==> config.mk <==
export PLATFORM = sky130hd
export DESIGN_NAME = stopwatch_ctrl_fsm_flat
export DESIGN_NICKNAME = d
export VERILOG_FILES = /design/src/rtl/stopwatch_ctrl_fsm_if.sv /design/src/rtl/stopwatch_ctrl_fsm.sv /design/src/flat_wrapper.sv
export SDC_FILE = /design/constraint.sdc
export NUM_CORES = 1
export LEC_CHECK = 0
export ABC_CLOCK_PERIOD_IN_PS = 3600
export BUFFER_PORTS_ARGS = -buffer_cell sky130_fd_sc_hd__buf_2
export CAP_MARGIN = 30
export CORE_ASPECT_RATIO = 0.6
export CORE_UTILIZATION = 59
export CTS_CLUSTER_SIZE = 14
export DETAILED_ROUTE_END_ITERATION = 12
export PLACE_DENSITY = 0.83
export RECOVER_POWER = 25
export SYNTH_ARGS = -nofsm -noshare
export SYNTH_HDL_FRONTEND = slang
export SYNTH_SLANG_ARGS = --single-unit
==> constraint.sdc <==
create_clock -name clk -period 3.6 [get_ports clk]
set_input_delay 0.36 -clock clk [delete_from_list [all_inputs] [get_ports clk]]
set_output_delay 0.36 -clock clk [all_outputs]
set_load 0.02 [all_outputs]
==> src/rtl/stopwatch_ctrl_fsm_if.sv <==
// stopwatch_ctrl_fsm_if: button inputs and counter-control outputs of the stopwatch controller
interface stopwatch_ctrl_fsm_if;
  logic tick, start, set, clr_btn, mode, illegal, at_zero;
  logic cnt_en, cnt_dir, cnt_load, cnt_clr, alarm, err_valid;
  logic [1:0] err_code;
  logic [2:0] state_o;
  modport master (
    output tick, start, set, clr_btn, mode, illegal, at_zero,
    input  cnt_en, cnt_dir, cnt_load, cnt_clr, alarm, err_valid, err_code, state_o
  );
  modport slave (
    input  tick, start, set, clr_btn, mode, illegal, at_zero,
    output cnt_en, cnt_dir, cnt_load, cnt_clr, alarm, err_valid, err_code, state_o
  );
endinterface

==> src/rtl/stopwatch_ctrl_fsm.sv <==
// stopwatch_ctrl_fsm: sequences debounced buttons into BCD counter controls, mode, alarm and error codes
module stopwatch_ctrl_fsm #(
  parameter int ERR_HOLD    = 4,
  parameter int ALARM_TICKS = 10,
  parameter int IDLE_TICKS  = 60,
  parameter int CNT_W       = 8
) (
  input logic                 clk,
  input logic                 Reset,
  stopwatch_ctrl_fsm_if.slave bus
);
  typedef enum logic [2:0] {
    IDLE = 3'd0, SET = 3'd1, RUN = 3'd2, PAUSE = 3'd3,
    ERROR = 3'd4, DONE = 3'd5, SLEEP = 3'd6, BAD = 3'd7
  } state_t;
  localparam logic [CNT_W-1:0] ERR_LAST   = CNT_W'(ERR_HOLD - 1);
  localparam logic [CNT_W-1:0] ALARM_LAST = CNT_W'(ALARM_TICKS - 1);
  localparam logic [CNT_W-1:0] IDLE_LAST  = CNT_W'(IDLE_TICKS - 1);
  state_t state, state_n;
  logic mode_q, mode_n, load_q, load_n, clr_q, clr_n, cnt_rst;
  logic [1:0] code_q, code_n;
  logic [CNT_W-1:0] cnt;
  logic btn, blocked, mode_err, both;
  assign btn      = bus.start | bus.set | bus.clr_btn;
  assign blocked  = bus.mode & bus.at_zero;
  assign mode_err = bus.mode != mode_q;
  assign both     = bus.set & bus.clr_btn;
  assign bus.cnt_en    = (state == RUN) & bus.tick & ~mode_err & ~(mode_q & bus.at_zero);
  assign bus.cnt_dir   = mode_q;
  assign bus.cnt_load  = load_q;
  assign bus.cnt_clr   = clr_q;
  assign bus.alarm     = state == DONE;
  assign bus.err_valid = (state == ERROR) | (state == SLEEP);
  assign bus.err_code  = state == SLEEP ? 2'd3 : code_q;
  assign bus.state_o   = state;
  // next-state, latched error code and one-shot counter commands
  always_comb begin
    state_n = state;
    code_n  = code_q;
    load_n  = 1'b0;
    clr_n   = 1'b0;
    cnt_rst = both;
    mode_n  = (state == IDLE) | (state == PAUSE) ? bus.mode : mode_q;
    if (both) begin
      state_n = ERROR;
      code_n  = 2'd2;
    end else begin
      case (state)
        IDLE: begin
          cnt_rst = btn;
          if (bus.clr_btn) clr_n = 1'b1;
          else if (bus.set) state_n = SET;
          else if (bus.start & ~blocked) state_n = RUN;
          else if (~bus.start & bus.tick & (cnt >= IDLE_LAST)) state_n = SLEEP;
        end
        SET:
          if (~bus.set) begin
            state_n = bus.illegal ? ERROR : PAUSE;
            code_n  = bus.illegal ? 2'd0 : code_q;
            load_n  = ~bus.illegal;
          end
        RUN:
          if (bus.clr_btn) begin
            clr_n   = 1'b1;
            state_n = IDLE;
          end else if (mode_err) begin
            state_n = ERROR;
            code_n  = 2'd1;
          end else if (bus.start) state_n = PAUSE;
          else if (mode_q & bus.at_zero & bus.tick) state_n = DONE;
        PAUSE:
          if (bus.clr_btn) begin
            clr_n   = 1'b1;
            state_n = IDLE;
          end else if (bus.set) state_n = SET;
          else if (bus.start & ~blocked) state_n = RUN;
        ERROR:
          if (bus.tick & (cnt >= ERR_LAST)) begin
            state_n = code_q == 2'd2 ? IDLE : PAUSE;
            clr_n   = code_q == 2'd2;
            code_n  = 2'd0;
          end
        DONE:
          if (bus.clr_btn) begin
            clr_n   = 1'b1;
            state_n = IDLE;
          end else if (bus.start | (bus.tick & (cnt >= ALARM_LAST))) state_n = IDLE;
        SLEEP: state_n = btn ? IDLE : SLEEP;
        default: state_n = IDLE;
      endcase
    end
  end
  // state, mode, code, command pulses and saturating tick counter
  always_ff @(posedge clk) begin
    if (Reset) begin
      state  <= IDLE;
      mode_q <= 1'b0;
      code_q <= 2'd0;
      load_q <= 1'b0;
      clr_q  <= 1'b0;
      cnt    <= '0;
    end else begin
      state  <= state_n;
      mode_q <= mode_n;
      code_q <= code_n;
      load_q <= load_n;
      clr_q  <= clr_n;
      cnt    <= (cnt_rst | (state_n != state)) ? '0 : (bus.tick & ~&cnt) ? cnt + 1'b1 : cnt;
    end
  end
endmodule
==> src/flat_wrapper.sv <==
// flat-port wrapper written by rule: the top's interface ports become plain ports
module stopwatch_ctrl_fsm_flat 
#(
  parameter int ERR_HOLD    = 4,
  parameter int ALARM_TICKS = 10,
  parameter int IDLE_TICKS  = 60,
  parameter int CNT_W       = 8
)
  (clk, Reset, bus_tick, bus_start, bus_set, bus_clr_btn, bus_mode, bus_illegal, bus_at_zero, bus_cnt_en, bus_cnt_dir, bus_cnt_load, bus_cnt_clr, bus_alarm, bus_err_valid, bus_err_code, bus_state_o);
  stopwatch_ctrl_fsm_if bus_i ();
  input logic clk;
  input logic Reset;
  input wire logic [$bits(bus_i.tick)-1:0] bus_tick;
  input wire logic [$bits(bus_i.start)-1:0] bus_start;
  input wire logic [$bits(bus_i.set)-1:0] bus_set;
  input wire logic [$bits(bus_i.clr_btn)-1:0] bus_clr_btn;
  input wire logic [$bits(bus_i.mode)-1:0] bus_mode;
  input wire logic [$bits(bus_i.illegal)-1:0] bus_illegal;
  input wire logic [$bits(bus_i.at_zero)-1:0] bus_at_zero;
  output wire logic [$bits(bus_i.cnt_en)-1:0] bus_cnt_en;
  output wire logic [$bits(bus_i.cnt_dir)-1:0] bus_cnt_dir;
  output wire logic [$bits(bus_i.cnt_load)-1:0] bus_cnt_load;
  output wire logic [$bits(bus_i.cnt_clr)-1:0] bus_cnt_clr;
  output wire logic [$bits(bus_i.alarm)-1:0] bus_alarm;
  output wire logic [$bits(bus_i.err_valid)-1:0] bus_err_valid;
  output wire logic [$bits(bus_i.err_code)-1:0] bus_err_code;
  output wire logic [$bits(bus_i.state_o)-1:0] bus_state_o;
  assign bus_i.tick = bus_tick;
  assign bus_i.start = bus_start;
  assign bus_i.set = bus_set;
  assign bus_i.clr_btn = bus_clr_btn;
  assign bus_i.mode = bus_mode;
  assign bus_i.illegal = bus_illegal;
  assign bus_i.at_zero = bus_at_zero;
  assign bus_cnt_en = bus_i.cnt_en;
  assign bus_cnt_dir = bus_i.cnt_dir;
  assign bus_cnt_load = bus_i.cnt_load;
  assign bus_cnt_clr = bus_i.cnt_clr;
  assign bus_alarm = bus_i.alarm;
  assign bus_err_valid = bus_i.err_valid;
  assign bus_err_code = bus_i.err_code;
  assign bus_state_o = bus_i.state_o;
  stopwatch_ctrl_fsm #(.ERR_HOLD(ERR_HOLD), .ALARM_TICKS(ALARM_TICKS), .IDLE_TICKS(IDLE_TICKS), .CNT_W(CNT_W)) u_core (.clk(clk), .Reset(Reset), .bus(bus_i));
endmodule
Yosys cells after proc, flatten, opt, wreduce, memory -nomap -nowiden --
Index checks and enable logic that the tools add are counted.
Word-level totals: logic and storage cells 99, bits in latches 0, register bits 16, memory bits (writable) 0, memories 0, bits in read-only memories 0
Operators by class: div/mod/pow operators 0, shift operators 0, add/subtract/negate cells 1, multiplexer cells 33, magnitude comparators 3, reductions and logical operators 11, multipliers 0, eq/ne operators 19, bitwise operators 25
Operators with widths (number):
- $mux W3 | 18
- $pmux W3 S7 | 1
- $mux W2 | 8
- $and A1 B1 Y1 | 13
- $ne A3 B2 Y1 const B | 4
- $reduce_and A6 Y1 | 2
- $eq A3 B3 Y1 const B | 3
- $add A8 B1 Y8 const B | 1
- $ge A8 B2 Y1 const B | 1
- $ge A8 B4 Y1 const B | 1
- $ge A8 B6 Y1 const B | 1
- $ne A2 B2 Y1 const B | 4
- $reduce_and A8 Y1 | 1
- $reduce_or A4 Y1 | 2
- $eq A3 B2 Y1 const B | 2
- $not A1 Y1 | 6
- $or A1 B1 Y1 | 6
- $pmux W2 S3 | 1
- $mux W1 | 4
- $reduce_bool A4 Y1 | 1
- $reduce_or A2 Y1 | 2
- $eq A3 B1 Y1 const B | 1
- $logic_not A3 Y1 | 1
- $ne A3 B1 Y1 const B | 1
- 7 further kinds | 7

Logic depth before layout (Yosys ltp) --
Gate-level depths: netlist of the first run.
depth in word-level cells 12, gate-level depth with buffers 8, gate-level depth less buffers 8

Least setup slack after synthesis of the first run --
No wires, ideal clock.
kind reg2reg, start register u_core.cnt[0], end register u_core.cnt[6], clock period less this slack 2.129 ns, stages on the path, launching flop included 9, slack 1.471 ns, arrival time 2.025 ns, data required time 3.496 ns, setup time 0.104 ns, cell sequence dfxtp_1 ha_1 clkbuf_1 o2111a_1 o31ai_1 a21oi_1 a211oi_1 o221ai_2 a2111oi_2
Between the ends: longest elaborated chain between the ends 11
RTL lines:
- from (decl) | line stopwatch_ctrl_fsm.sv:22 | logic [CNT_W-1:0] cnt;
- from (signal assigned) | line stopwatch_ctrl_fsm.sv:108 | cnt <= (cnt_rst | (state_n != state)) ? '0 : (bus.tick & ~&cnt) ? cnt + 1'b1 : cnt;
- $ge A8 B6 Y1 | line stopwatch_ctrl_fsm.sv:54 | else if (~bus.start & bus.tick & (cnt >= IDLE_LAST)) state_n = SLEEP;
- $and A1 B1 Y1 | line stopwatch_ctrl_fsm.sv:54
- $mux W3 | line stopwatch_ctrl_fsm.sv:54
- $mux W3 | line stopwatch_ctrl_fsm.sv:53 | else if (bus.start & ~blocked) state_n = RUN;
- $mux W3 | line stopwatch_ctrl_fsm.sv:52 | else if (bus.set) state_n = SET;
- $mux W3 | line stopwatch_ctrl_fsm.sv:51 | if (bus.clr_btn) clr_n = 1'b1;
- $pmux W3 S7 | line stopwatch_ctrl_fsm.sv:48 | case (state)
- $mux W3 | line stopwatch_ctrl_fsm.sv:44 | if (both) begin
- $ne A3 B3 Y1 | line stopwatch_ctrl_fsm.sv:108
- $or A1 B1 Y1 | line stopwatch_ctrl_fsm.sv:108
- $reduce_or A2 Y1 (no line)
Several ways; a longest one is shown, not always the timed one. A chain may end at the register's enable or synchronous reset.

Worst setup path in the final report of the first run --
start register u_core.state[0], in the netlist u_core.bus.state_o[0], end register u_core.cnt[6]
Between the ends: longest elaborated chain between the ends 9
RTL lines:
- from (decl) | line stopwatch_ctrl_fsm.sv:19 | state_t state, state_n;
- from (signal assigned) | line stopwatch_ctrl_fsm.sv:103 | state <= state_n;
- $mux W3, on equally long branches | line stopwatch_ctrl_fsm.sv:70, stopwatch_ctrl_fsm.sv:54
- $mux W3, on equally long branches | line stopwatch_ctrl_fsm.sv:69, stopwatch_ctrl_fsm.sv:53
- $mux W3, on equally long branches | line stopwatch_ctrl_fsm.sv:66, stopwatch_ctrl_fsm.sv:52
- $mux W3, on equally long branches | line stopwatch_ctrl_fsm.sv:63, stopwatch_ctrl_fsm.sv:51
- $pmux W3 S7 | line stopwatch_ctrl_fsm.sv:48
- $mux W3 | line stopwatch_ctrl_fsm.sv:44
- $ne A3 B3 Y1 | line stopwatch_ctrl_fsm.sv:108
- $or A1 B1 Y1 (*) | line stopwatch_ctrl_fsm.sv:108
- $reduce_or A2 Y1 (no line) (*)
Every way passes the cells marked *; elsewhere a longest branch is shown, timed or not.

==> flow_summary.json, run 1 <==
{
  "grt_usage": 0.310,
  "drv_slew": 0,
  "ys_types": 49,
  "grt_pass1_vias": 1163,
  "drive_gt1_frac": 0.180,
  "synth_ff_type": "dfxtp_1",
  "p_per_area_nw_per_um2": 297,
  "core_area_um2": 1940,
  "cp-start-kind": "flop",
  "status": "completed",
  "synth_edf_count": 0,
  "period_needed_ns": 2.50,
  "drv_cap": 0,
  "antenna_found_initial": 0,
  "hold_viol_final": 0,
  "remaining_drc_errors": 0,
  "synth_area_leaders": "dfxtp_1, nor3_1, a2111oi_4",
  "worst-setup-path-type": "flop to flop",
  "ys_seq_elements": 16,
  "fin_tns_setup_ns": 0,
  "reg2reg_depth": 6,
  "reg2reg_slack_ns": 1.10,
  "clock_sinks": 16,
  "hold_buffers": 0,
  "fin_crit_sh": 0.694,
  "hold_slack_ns": 0.331,
  "finalClockSkew_ns": 0.0175,
  "nNetsFinal": 185,
  "cts_tree": "built",
  "multi_input_area_um2": 867,
  "grt_max_degree": 21,
  "syn_avg_cell_area_um2": 8.04,
  "async_flop_share": 0,
  "r2r-start": "u_core.bus.state_o[0]",
  "slew_headroom": 0.535,
  "die_h_um": 38.1,
  "clkSlewWorstSetupHoldPaths_ns": 0.11,
  "vias_per_cell": 6.52,
  "clk_path_buf_depth": 2,
  "area_delta_synth_final_pct": 9.00,
  "hold_end": "u_core.bus.cnt_dir",
  "netlist_area_um2": 1280,
  "post_cts_resize_count": 0,
  "final-seq-area_um2": 320,
  "clk-insertion-delay-late_ns": 0.31,
  "ys_seq_area_frac": 0.250,
  "vias": 1303,
  "htree_levels": 1,
  "synth.most_common_cell": "dfxtp_1",
  "fin_ws_ns": 1.10,
  "reg2reg_to": "u_core.cnt[6]",
  "max_clock_freq_mhz": 400,
  "vdd_drop_max_mv": 0.209,
  "grt_overflow": 0,
  "p_leak_nw": 0.545,
  "synthTopCellsByCount": "dfxtp_1, nor3_1, inv_1, nor2_1, a21oi_1",
  "path_max_fanout": 20,
  "grt_pass1_wl_um": 5450,
  "end_kind": "flop",
  "synth_nets": 171,
  "die-area_um2": 2360,
  "worstMarginPinSlew_ns": 0.696,
  "dr.pass1.iters": 5,
  "critical_path_arrival_ns": 2.71,
  "die_x_um": 62.1,
  "whs_path_depth": 2,
  "cts_root_buffer": "clkbuf_4",
  "numCtsBuffers": 3,
  "initial_core_util": 0.660,
  "drtIter0Drc": 121,
  "rows": 12,
  "hpwl_um": 2550,
  "setup_viol_count_final": 0,
  "synth_largest_area_cell": "dfxtp_1",
  "pre_cts_slack_ns": 1.18,
  "place.gp.congestion": 0.976,
  "placedCellCount": 196,
  "cp.required_ns": 3.81,
  "rsz0062_at_grt": "false",
  "post-cts-setup-buffers": 0,
  "io_buffers": 19,
  "diodes": 0,
  "hold_start": "Reset",
  "fillCellCount": 146,
  "avgRoutedWirePerCell_um": 16.6,
  "yosysTopAreaCellShare": 0.250,
  "wirelength_um": 3330,
  "final_antenna_net_count": 0,
  "synth_cells": 159,
  "fin_cells": 200,
  "io_pins": 20,
  "yosys_warnings": 0,
  "hold_class": "input pin to flop"
}
## cell usage in the layout, fill, tap and decap left out, types with 2 or more instances in the layout
master	n
clkbuf_1	4
dfxtp_1	16
nor3_1	15
o221ai_2	2
o211ai_1	2
buf_2	15
clkbuf_4	3
nand4_1	5
a21bo_2	2
inv_1	12
nor2b_1	5
nand4b_1	2
xor2_1	2
xnor2_1	3
o21ai_0	2
and3_1	5
nand2b_1	4
nand3_1	6
nor2_1	12
mux2i_1	3
nor3b_1	3
a21oi_1	10
a2111oi_4	2
ha_1	3
nand2_1	7
o311a_1	2
## critical path: stages (launching register included)
cell and delay [ns]:
dfxtp_1 0.77, nor2b_1 0.16, a41oi_1 0.28, o211a_1 0.21, nor3b_1 0.32, o221ai_2 0.30
a2111oi_2 0.36
## flip-flops by register name, indices dropped and copies added (netlist names)
signal	flops
u_core.cnt	8
u_core.bus.cnt_clr	1
u_core.code_q	2
u_core.bus.state_o	3
u_core.bus.cnt_dir	1
u_core.bus.cnt_load	1
## through the flow
| step | utilization | total power, mW | cell area [um^2] |
|---|---|---|---|
| 2_1_floorplan | - | 0.265 | 1280 |
| 4_1_cts | 0.722 | 0.413 | 1400 |
| 3_5_place_dp | 0.703 | 0.292 | 1360 |
| 5_1_grt | 0.720 | 0.434 | 1390 |
| 3_3_place_gp | 0.703 | 0.290 | 1360 |
| 6_report | 0.720 | 0.415 | 1390 |
## where the power goes
part,internal (mW),switching (mW),total [mW]
Combinational,0.0334,0.0608,0.0942
Sequential,0.182,0.0144,0.197
Clock,0.0617,0.0622,0.124
## logic make-up after synthesis
| family | after synthesis | share of synthesized area |
|---|---|---|
| AND/OR/NAND/NOR | 72 | 0.322 |
| AO/OA/AOI/OAI | 38 | 0.269 |
| buffers and inverters | 22 | 0.0714 |
| flip-flops | 16 | 0.250 |
| XOR/XNOR | 5 | 0.0343 |
| multiplexers | 3 | 0.0235 |
| adder cells (fa/ha/maj) | 3 | 0.0294 |
## cell type report
class	count	share of cell area
Sequential cell	16	0.230
Multi-Input combinational cell	121	0.622
Tap cell	28	0.0251
Timing Repair Buffer	19	0.0646
Inverter	12	0.0323
Clock buffer	4	0.0260
## layer usage
metal  vias up  track usage  part of all wire
li1        616            -                 -
met1       598        0.421              0.46
met2        83        0.478              0.41
met3         6        0.107              0.12
met4         0       0.0698            0.0069
met5         -            0                 0
## how the worst max path moves through the flow
stage	from	to	slack, ns	cells past startpoint
detailed placement	u_core.bus.state_o[0]	u_core.cnt[6]	1.18	6
CTS	u_core.bus.state_o[0]	u_core.cnt[6]	1.16	6
finish	u_core.bus.state_o[0]	u_core.cnt[6]	1.10	6
global placement	u_core.bus.state_o[0]	u_core.cnt[6]	1.26	6
global route	u_core.bus.state_o[1]	u_core.cnt[2]	0.95	6
floorplan	u_core.cnt[0]	u_core.cnt[6]	1.47	8
Note: power is estimated with default switching activity, not from simulation.
==> run 2, diff against run 1 <==
--- a/config.mk
+++ b/config.mk
@@ -5,14 +5,14 @@
 export SDC_FILE = /design/constraint.sdc
 export NUM_CORES = 1
 export LEC_CHECK = 0
-export ABC_CLOCK_PERIOD_IN_PS = 3600
+export ABC_CLOCK_PERIOD_IN_PS = 2100
 export BUFFER_PORTS_ARGS = -buffer_cell sky130_fd_sc_hd__buf_2
 export CAP_MARGIN = 30
 export CORE_ASPECT_RATIO = 0.6
-export CORE_UTILIZATION = 59
+export CORE_UTILIZATION = 50
 export CTS_CLUSTER_SIZE = 14
 export DETAILED_ROUTE_END_ITERATION = 12
-export PLACE_DENSITY = 0.83
+export PLACE_DENSITY = 0.75
 export RECOVER_POWER = 25
 export SYNTH_ARGS = -nofsm -noshare
 export SYNTH_HDL_FRONTEND = slang
==> constraint.sdc (replaced) <==
create_clock -name clk -period 2.1 [get_ports clk]
set_input_delay 0.21 -clock clk [delete_from_list [all_inputs] [get_ports clk]]
set_output_delay 0.21 -clock clk [all_outputs]
set_load 0.02 [all_outputs]
==> run 2 against run 1 <==
The run now ends with setup timing left. Maximum frequency grew 11%. Clock power rose by 130%. Design area increased by 28%. Die area is 17% higher. Via count up 18%. Setup slack worse by 1.3 ns. Register-to-register slack got worse by 1.3 ns. Critical path depth increased by 4. Critical path type unchanged. Largest power group unchanged.
==> flow_summary.json, run 2 (synthesized netlist as in run 1, its figures left out) <==
{
  "path_max_fanout": 4,
  "worst-setup-path-type": "flop to flop",
  "largest-register": "u_core.cnt",
  "final_antenna_net_count": 0,
  "placed_area_um2": 1520,
  "cp_slowest_cell": "dfxtp_4",
  "end_kind": "flop",
  "nNetsFinal": 212,
  "max_clock_freq_mhz": 443,
  "clock_sinks": 16,
  "cp.required_ns": 2.26,
  "diodes": 0,
  "cp_common_cell": "a2111oi_4",
  "reg2reg_depth": 10,
  "grt_pass1_wl_um": 6020,
  "cp_num_cells": 10,
  "htree_levels": 1,
  "core_area_um2": 2290,
  "area_delta_synth_final_pct": 40.0,
  "status": "complete, but fails checks",
  "critical_path.cell_chain": "inv_2, ha_4, nor3b_4, o21ai_2, a2111oi_4, buf_4, nor3b_2, o221ai_2, buf_6, a2111oi_4",
  "pre_cts_slack_ns": -0.204,
  "fin_crit_sh": 1.08,
  "die_x_um": 67.3,
  "finalClockSkew_ns": 0.00507,
  "grt_usage": 0.309,
  "period_needed_ns": 2.26,
  "violations": "setup timing",
  "drtIter0Drc": 246,
  "initial_core_util": 0.558,
  "vdd_drop_max_mv": 0.328,
  "place.gp.congestion": 0.869,
  "grt_overflow": 0,
  "cts_tree": "built",
  "die_h_um": 41.2,
  "wirelength_um": 4590,
  "clk-insertion-delay-late_ns": 0.26,
  "hpwl_um": 2670,
  "cp-start-kind": "flop",
  "vias": 1543,
  "drive_gt1_frac": 0.407,
  "critical_path_arrival_ns": 2.42,
  "vias_per_cell": 6.74,
  "largest_reg_flops": 8,
  "die-area_um2": 2770,
  "worstMarginPinSlew_ns": 0.645,
  "grt_max_degree": 13,
  "avgRoutedWirePerCell_um": 20.1,
  "fillCellCount": 151,
  "max_stage_delay_ns": 0.39,
  "drv_cap": 0,
  "fin_area_um2": 1790,
  "whs_path_depth": 2,
  "io_buffers": 19,
  "final_cell_mix": "buf_4, buf_2, nor3_1",
  "grt_pass1_vias": 1283,
  "cts_root_buffer": "clkbuf_8",
  "fin_total_pwr_uw": 854,
  "hold_viol_final": 0,
  "dr.pass1.iters": 5,
  "numCtsBuffers": 3,
  "setup_viol_count_final": 8,
  "slew_headroom": 0.568,
  "rsz0062_at_grt": "true",
  "antenna_found_initial": 0,
  "crit_family": "compound AO/OA/AOI/OAI gates",
  "worst-path-buf-inv": 3,
  "clk_path_buf_depth": 2,
  "fin_tns_setup_ns": -0.706,
  "p_per_area_nw_per_um2": 477,
  "p_leak_nw": 0.719,
  "io_pins": 20,
  "hold_class": "input pin to flop",
  "fin_ws_ns": -0.158,
  "remaining_drc_errors": 0,
  "rows": 13,
  "final_common_cell": "buf_4",
  "drv_slew": 0,
  "clkSlewWorstSetupHoldPaths_ns": 0.07
}
-- run 2: cell count changes in the layout (fill, tap and decap cells not counted), moves of 3 or more --
cell | before | now
clkbuf_4 | 3 | 0
ha_4 | 0 | 3
buf_4 | 0 | 25
dfxtp_1 | 16 | 12
ha_1 | 3 | 0
clkbuf_8 | 1 | 4
-- run 2: per-stage QoR --
step                std cells   util  hold slack (ns)
floorplan                 159      -            0.279
global placement          219  0.664            0.486
detailed placement        219  0.664            0.509
CTS                       227  0.731            0.242
global route              229  0.781            0.261
finish                    229  0.781            0.251
-- run 2: final cells by class --
class	count	area [um^2]	share of cell area
sequential	16	330	0.184
clock buffer	4	55.1	0.0307
timing repair buffer	46	303	0.169
inverter	12	47.5	0.0266
tap	30	37.5	0.0210
multi-input combinational	121	1020	0.568
-- run 2: timing repair --
item / 4_1_cts / 5_1_grt
buffers inserted: 4 / 2
hold buffers: 0 / 0
pin swaps: 8 / 7
endpoints found under the setup margin: 8 / 10
gates resized for setup: 15 / 19
hold endpoints to repair: 0 / 0
-- run 2: report_power, final --
group          switching [mW]  internal [mW]
clock                   0.115          0.167
sequential             0.0197          0.311
combinational           0.143         0.0977
-- run 2: final timing paths --
path                                  startpoint                  to  slack, ns
worst max-delay path               u_core.cnt[0]       u_core.cnt[6]      -0.16
worst min-delay path                       Reset  u_core.bus.cnt_dir       0.25
worst max register to register     u_core.cnt[0]       u_core.cnt[6]      -0.16
worst min register to register  u_core.code_q[1]    u_core.code_q[1]       0.56
-- run 2: worst register-to-register path, delay by kind of cell (launching register included) --
kind            cells  cell delay (ns)
fa+ha+maj           1             0.16
simple gates        2             0.46
flops               1             0.39
buf+inv             3             0.41
compound gates      4             0.76
-- run 2: layer usage --
metal	vias up	part of all wire	GRT usage	wire length (um)
li1	683	-	-	-
met1	696	0.41	0.404	1890
met2	131	0.41	0.480	1900
met3	33	0.13	0.0722	604
met4	0	0.044	0.165	201
met5	-	0	0	0
